--- src/rtl/overlay_pkg.sv ---
// Shared types for the overlay RAM arbiter: load sequencer states and default sizing.
package overlay_pkg;

    typedef enum logic [1:0] {
        ST_IDLE    = 2'd0,
        ST_LOADING = 2'd1,
        ST_FLUSH   = 2'd2,
        ST_READY   = 2'd3
    } ovl_state_t;

    localparam int OVL_FIFO_DEPTH = 4;

endpackage

--- src/rtl/overlay_wr_fifo.sv ---
// Synchronous {addr,data} FIFO for download writes; push and pop may coincide.
// The caller only pushes when there is room (or a pop frees one) and only pops when non-empty.
module overlay_wr_fifo #(
    parameter int ADDR_W = 14,
    parameter int DATA_W = 8,
    parameter int DEPTH  = 4
) (
    input  logic                       clk,
    input  logic                       rst_n,
    input  logic                       push,
    input  logic [ADDR_W-1:0]          push_addr,
    input  logic [DATA_W-1:0]          push_data,
    input  logic                       pop,
    output logic [ADDR_W-1:0]          head_addr,
    output logic [DATA_W-1:0]          head_data,
    output logic [$clog2(DEPTH):0]     count,
    output logic                       full,
    output logic                       empty
);

    localparam int PTR_W = $clog2(DEPTH);
    localparam int CNT_W = PTR_W + 1;

    logic [ADDR_W+DATA_W-1:0] mem [DEPTH];
    logic [PTR_W-1:0]         wr_ptr;
    logic [PTR_W-1:0]         rd_ptr;

    always_ff @(posedge clk) begin
        if (push) begin
            mem[wr_ptr] <= {push_addr, push_data};
        end
    end

    // Pointers wrap naturally because DEPTH is a power of two.
    always_ff @(posedge clk) begin
        if (!rst_n) begin
            wr_ptr <= '0;
            rd_ptr <= '0;
            count  <= '0;
        end else begin
            if (push) wr_ptr <= wr_ptr + PTR_W'(1);
            if (pop)  rd_ptr <= rd_ptr + PTR_W'(1);
            case ({push, pop})
                2'b10:   count <= count + CNT_W'(1);
                2'b01:   count <= count - CNT_W'(1);
                default: count <= count;
            endcase
        end
    end

    assign {head_addr, head_data} = mem[rd_ptr];
    assign full  = (count == CNT_W'(DEPTH));
    assign empty = (count == '0);

endmodule

--- src/rtl/overlay_ram_arbiter.sv ---
// Shares the single-port overlay RAM between HPS download writes and video scanout reads.
// Video reads always win; queued download writes drain in cycles without a video request.
module overlay_ram_arbiter
    import overlay_pkg::*;
#(
    parameter int ADDR_W     = 14,
    parameter int DATA_W     = 8,
    parameter int FIFO_DEPTH = OVL_FIFO_DEPTH
) (
    input  logic              clk_sys,
    input  logic              reset_n,
    input  logic              dl_active,
    input  logic              dl_wr,
    input  logic [ADDR_W-1:0] dl_addr,
    input  logic [DATA_W-1:0] dl_data,
    output logic              dl_wait,
    output logic              dl_overrun,
    input  logic              vid_req,
    input  logic [ADDR_W-1:0] vid_addr,
    output logic [DATA_W-1:0] vid_data,
    output logic              vid_valid,
    output logic [ADDR_W-1:0] ram_addr,
    output logic              ram_we,
    output logic [DATA_W-1:0] ram_wdata,
    input  logic [DATA_W-1:0] ram_rdata,
    output logic              copy_in_progress,
    output logic              overlay_ready,
    output ovl_state_t        state_dbg
);

    localparam int CNT_W = $clog2(FIFO_DEPTH) + 1;

    ovl_state_t        state;
    ovl_state_t        state_next;
    logic              dl_active_q;
    logic              dl_rise;
    logic              dl_fall;
    logic              rd_q;

    logic              push_req;
    logic              push;
    logic              pop;
    logic              drop;
    logic [ADDR_W-1:0] head_addr;
    logic [DATA_W-1:0] head_data;
    logic [CNT_W-1:0]  fifo_count;
    logic              fifo_full;
    logic              fifo_empty;

    assign dl_rise = dl_active & ~dl_active_q;
    assign dl_fall = ~dl_active & dl_active_q;

    // Download handshake: a byte is taken on any cycle with dl_wr high while LOADING and the
    // FIFO has room (a same-cycle drain counts as room); otherwise it is lost and dl_overrun
    // latches. dl_wait rises one entry early so a well-behaved HPS never hits that case.
    assign push_req = dl_wr & (state == ST_LOADING);
    assign pop      = ~vid_req & ~fifo_empty;
    assign push     = push_req & (~fifo_full | pop);
    assign drop     = push_req & fifo_full & ~pop;

    overlay_wr_fifo #(
        .ADDR_W (ADDR_W),
        .DATA_W (DATA_W),
        .DEPTH  (FIFO_DEPTH)
    ) u_wr_fifo (
        .clk       (clk_sys),
        .rst_n     (reset_n),
        .push      (push),
        .push_addr (dl_addr),
        .push_data (dl_data),
        .pop       (pop),
        .head_addr (head_addr),
        .head_data (head_data),
        .count     (fifo_count),
        .full      (fifo_full),
        .empty     (fifo_empty)
    );

    always_comb begin
        state_next = state;
        case (state)
            ST_IDLE, ST_READY: if (dl_rise)    state_next = ST_LOADING;
            ST_LOADING:        if (dl_fall)    state_next = ST_FLUSH;
            ST_FLUSH:          if (fifo_empty) state_next = ST_READY;
            default:           state_next = ST_IDLE;
        endcase
    end

    always_ff @(posedge clk_sys) begin
        if (!reset_n) begin
            state       <= ST_IDLE;
            dl_active_q <= 1'b0;
            dl_overrun  <= 1'b0;
            rd_q        <= 1'b0;
            vid_valid   <= 1'b0;
            ram_we      <= 1'b0;
            ram_addr    <= '0;
            ram_wdata   <= '0;
        end else begin
            dl_active_q <= dl_active;
            state       <= state_next;
            if (state != ST_LOADING && state_next == ST_LOADING) begin
                dl_overrun <= 1'b0;
            end else if (drop) begin
                dl_overrun <= 1'b1;
            end
            // Read data returns two cycles after the request; this tracks it.
            rd_q      <= vid_req;
            vid_valid <= rd_q;
            ram_we    <= pop;
            if (vid_req) begin
                ram_addr <= vid_addr;
            end else if (pop) begin
                ram_addr  <= head_addr;
                ram_wdata <= head_data;
            end
        end
    end

    assign dl_wait          = (fifo_count >= CNT_W'(FIFO_DEPTH - 1));
    assign vid_data         = ram_rdata;
    assign copy_in_progress = (state == ST_LOADING) || (state == ST_FLUSH);
    assign overlay_ready    = (state == ST_READY);
    assign state_dbg        = state;

endmodule

--- config.mk ---
export PLATFORM = sky130hd
export DESIGN_NAME = overlay_ram_arbiter
export DESIGN_NICKNAME = d
export VERILOG_FILES = /design/src/rtl/overlay_pkg.sv /design/src/rtl/overlay_wr_fifo.sv /design/src/rtl/overlay_ram_arbiter.sv
export SDC_FILE = /design/constraint.sdc
export NUM_CORES = 1
export LEC_CHECK = 0
export BUFFER_PORTS_ARGS = -buffer_cell sky130_fd_sc_hd__buf_2
export CAP_MARGIN = 10
export CORE_UTILIZATION = 25
export CTS_CLUSTER_SIZE = 30
export DETAILED_ROUTE_END_ITERATION = 12
export MAX_ROUTING_LAYER = met4
export PLACE_DENSITY_LB_ADDON = 0.3
export SKIP_LAST_GASP = 1
export SLEW_MARGIN = 30
export SYNTH_ARGS = -nofsm -noshare
export SYNTH_HDL_FRONTEND = slang
export SYNTH_HIERARCHICAL = 1
export SYNTH_SLANG_ARGS = --single-unit
--- constraint.sdc ---
create_clock -name clk_sys -period 6.2 [get_ports clk_sys]
set_clock_uncertainty 0.15 [all_clocks]
set_input_delay 0.31 -clock clk_sys [delete_from_list [all_inputs] [get_ports clk_sys]]
set_output_delay 0.31 -clock clk_sys [all_outputs]
set_load 0.005 [all_outputs]
==> summary.txt <==
status -> finished, final reports clean
final setup vio count -> 0
critical path endpoint category -> flip-flop
CP delay by family, top -> simple AND/OR/NAND/NOR gates
initial DRC count -> 176
Worst Min Path Start -> vid_addr[11]
via count -> 2829
global-route wire length before repair -> 16700 µm
critical path, cell by cell -> nor3_2, buf_4, or2_1, a21oi_1, inv_1, ha_1, inv_1, fa_1, xor2_1, or3_1, a21boi_0
clock slew at reported path FFs -> 0.05 ns
cells on worst reg2reg path -> 11
antenna violations before repair -> 0
dominant cell by count in the synthesized netlist -> edfxtp_1
Die Footprint -> 20770 µm²
initial core utilization -> 25.69%
Post-Route WL -> 10690 µm
Finished Cell Area -> 6455 µm²
final setup margin -> 3.018 ns
register area -> 3405 µm²
worst min path class -> in2reg
area grow syn2layout -> 27.86%
max-capacitance violation count -> 0
fin nets -> 472
Placed Instances -> 637
Leak Pwr -> 2.411 nW
reg-to-reg critical path startpoint -> u_wr_fifo/count[2]
Synth cell types -> 37
startpoint types -> flip-flop
VDD IR max -> 0.1906 mV
crit-path max FO -> 17
global placer's final weighted congestion -> 0.6839
number of global-route vias before repair -> 2981
syn nets -> 375
crit path buf inv count -> 3
slowest cell on the critical path -> or2_1
Period minus WS final -> 3.182 ns
H-tree levels -> 4
Post-Synthesis Cells -> 317
most frequent cells after synthesis -> 88 x edfxtp_1, 38 x dfxtp_1, 33 x nand2_1
fin cells -> 692
fmax -> 314.3 MHz
io pins -> 87
Core Area -> 19650 µm²
worst hold path depth -> 4
Fin Hold WS -> 0.05695 ns
Slew @ Worst Pin -> 0.8546 ns
Yosys warning count -> 6
die span in y -> 144.1 µm
Slew Limit Fails -> 0
DR top layer -> met4
Synth Flop Type -> edfxtp_1
routed length on met3 -> 510 µm
Clock Latency Late Sink -> 0.41 ns
Synth area leader -> edfxtp_1
post-DP HPWL -> 7044 µm
ANT nets after route -> 0
clk sink count -> 126
die width -> 144.1 µm
Synth async-reset ratio -> 0%
Hold Path End -> ram_addr[11]
Core Rows -> 51
Post-CTS Setup Bufs -> 0
fillcell total -> 1981
PwrDens -> 363.9 nW/µm²
drt via density -> 4.088
fin crit share -> 51.32%
Worst Path Arrival -> 3.37 ns
detailed-router iteration count before antenna repair -> 5
Multi-input gate area -> 1441 µm²
RSZ-0062 raised after global routing -> false
number of CTS-inserted buffers -> 17
register area share after synthesis -> 67.41%
M1 wire length -> 4893 µm
DP Area -> 5627 µm²
#FFs+latches synth -> 126
Wirelength per Cell -> 15.45 µm
met2 WL post-DR -> 5119 µm
CTS max path bufs -> 2
pre-CTS setup slack -> 2.976 ns
Worst slew margin -> 43.03%
flop2flop setup slack -> 3.02 ns
final hold vios -> 0
Synth area leaders -> edfxtp_1 52%, dfxtp_1 15%, mux4_2 8.9%
R2R Path End -> u_wr_fifo/count[2]
Post-synth EDFFs -> 88
max incr delay on CP -> 0.49 ns
share of layout cells above drive strength 1 -> 31.15%
CTS tree -> built
most used cell along the critical path -> inv_1
Synth top area share -> 52.34%
GR Overflow Total -> 0
buffers added on ports -> 70
total global routing track utilization -> 11.75%
Clock Tree Root -> clkbuf_16
post-route setup TNS -> 0 ns
Required @ worst endpoint -> 6.39 ns
ant diodes -> 0
Resized Gates After CTS -> 0
pin count of the biggest net entering global routing -> 38
Critical Setup Path Class -> reg2reg
Post-Synthesis Cell Area -> 5049 µm²
syn avg cell area -> 15.93 µm²
# DRC -> 0
==> metrics by stage <==
step / total power (W) / utilization (%)
final: 0.002349 / 32.84
after global routing: 0.002463 / 32.84
after CTS: 0.002392 / 32.84
after detailed placement: 0.001366 / 28.63
after global placement: 0.001358 / 28.63
after floorplan: 0.001278 / -
==> report_power, final <==
group          internal (W)  leakage (nW)  switching (W)
combinational      0.000185          1.02       0.000163
clock              0.000665         0.288       0.000334
sequential         0.000946          1.10      0.0000554
total               0.00180          2.41       0.000552
==> layout by cell type (no fill, tap or decap), types with 3 or more instances in the layout <==
cell type,Yosys,final
edfxtp_1,88,88
buf_2,4,70
dfxtp_1,38,37
nand2_1,33,33
and2_1,27,27
dlygate4sd3_1,0,23
mux4_2,20,20
o21ai_0,18,18
clkbuf_16,0,18
mux2i_1,15,15
inv_1,10,10
ha_1,8,8
a21boi_2,7,7
clkbuf_1,4,7
buf_4,8,6
bufinv_16,0,3
xor2_1,3,3
==> how the worst max path moves through the flow <==
stage	start	to	slack, ns	cells after the start
finish	u_wr_fifo/count[2]	u_wr_fifo/count[2]	3.02	11
floorplan	u_wr_fifo/count[2]	u_wr_fifo/count[2]	3.63	12
global route	u_wr_fifo/count[2]	u_wr_fifo/count[2]	2.78	11
global placement	u_wr_fifo/count[2]	u_wr_fifo/count[2]	3.09	11
detailed placement	u_wr_fifo/count[2]	u_wr_fifo/count[2]	2.98	11
CTS	u_wr_fifo/count[2]	u_wr_fifo/count[2]	2.96	11
==> area by class of cell <==
type / count / area share (%)
clock buffers: 26 / 7.598
clock inverters: 6 / 1.667
inverters: 11 / 0.8335
multi-input cells: 159 / 22.33
flip-flops and latches: 126 / 52.74
well taps: 265 / 5.137
repair buffers: 99 / 9.692
==> state kept, by name, summed over array words and instances (netlist names), named ones only <==
signal	count
ram_addr	14
vid_valid	1
u_wr_fifo/count	3
rd_q	1
u_wr_fifo/mem	88
ram_wdata	8
dl_active_q	1
dl_overrun	1
u_wr_fifo/wr_ptr	2
ram_we	1
state_dbg	2
u_wr_fifo/rd_ptr	2
==> timing repair <==
item,CTS,global route
endpoints found under the hold margin,89,0
hold buffers,23,0
endpoints found under the setup margin,0,0
==> worst reg2reg max path, stage by stage, from the launching register on <==
cell and delay (ns):
dfxtp_1 0.34, nor3_2 0.18, buf_4 0.32, or2_1 0.49
a21oi_1 0.29, inv_1 0.11, ha_1 0.18, inv_1 0.06
fa_1 0.37, xor2_1 0.16, or3_1 0.29, a21boi_0 0.16
==> per-layer routing <==
layer  global-route usage, %  up-vias
li1                        -     1357
met1                   13.87     1391
met2                   18.26       64
met3                   3.775       17
met4                   5.263        0
met5                       -        -
==> kinds of logic after synthesis <==
| logic type | count (synthesis) | share of synthesized area, % |
|---|---|---|
| buffers and inverters | 32 | 4.139 |
| flip-flops | 126 | 67.41 |
| AO/OA/AOI/OAI | 35 | 4.907 |
| multiplexers | 37 | 12.94 |
| XOR/XNOR | 5 | 0.8676 |
| adder cells (fa/ha/maj) | 9 | 2.379 |
| AND/OR/NAND/NOR | 73 | 7.361 |
Note: power is estimated with default switching activity, not from simulation.
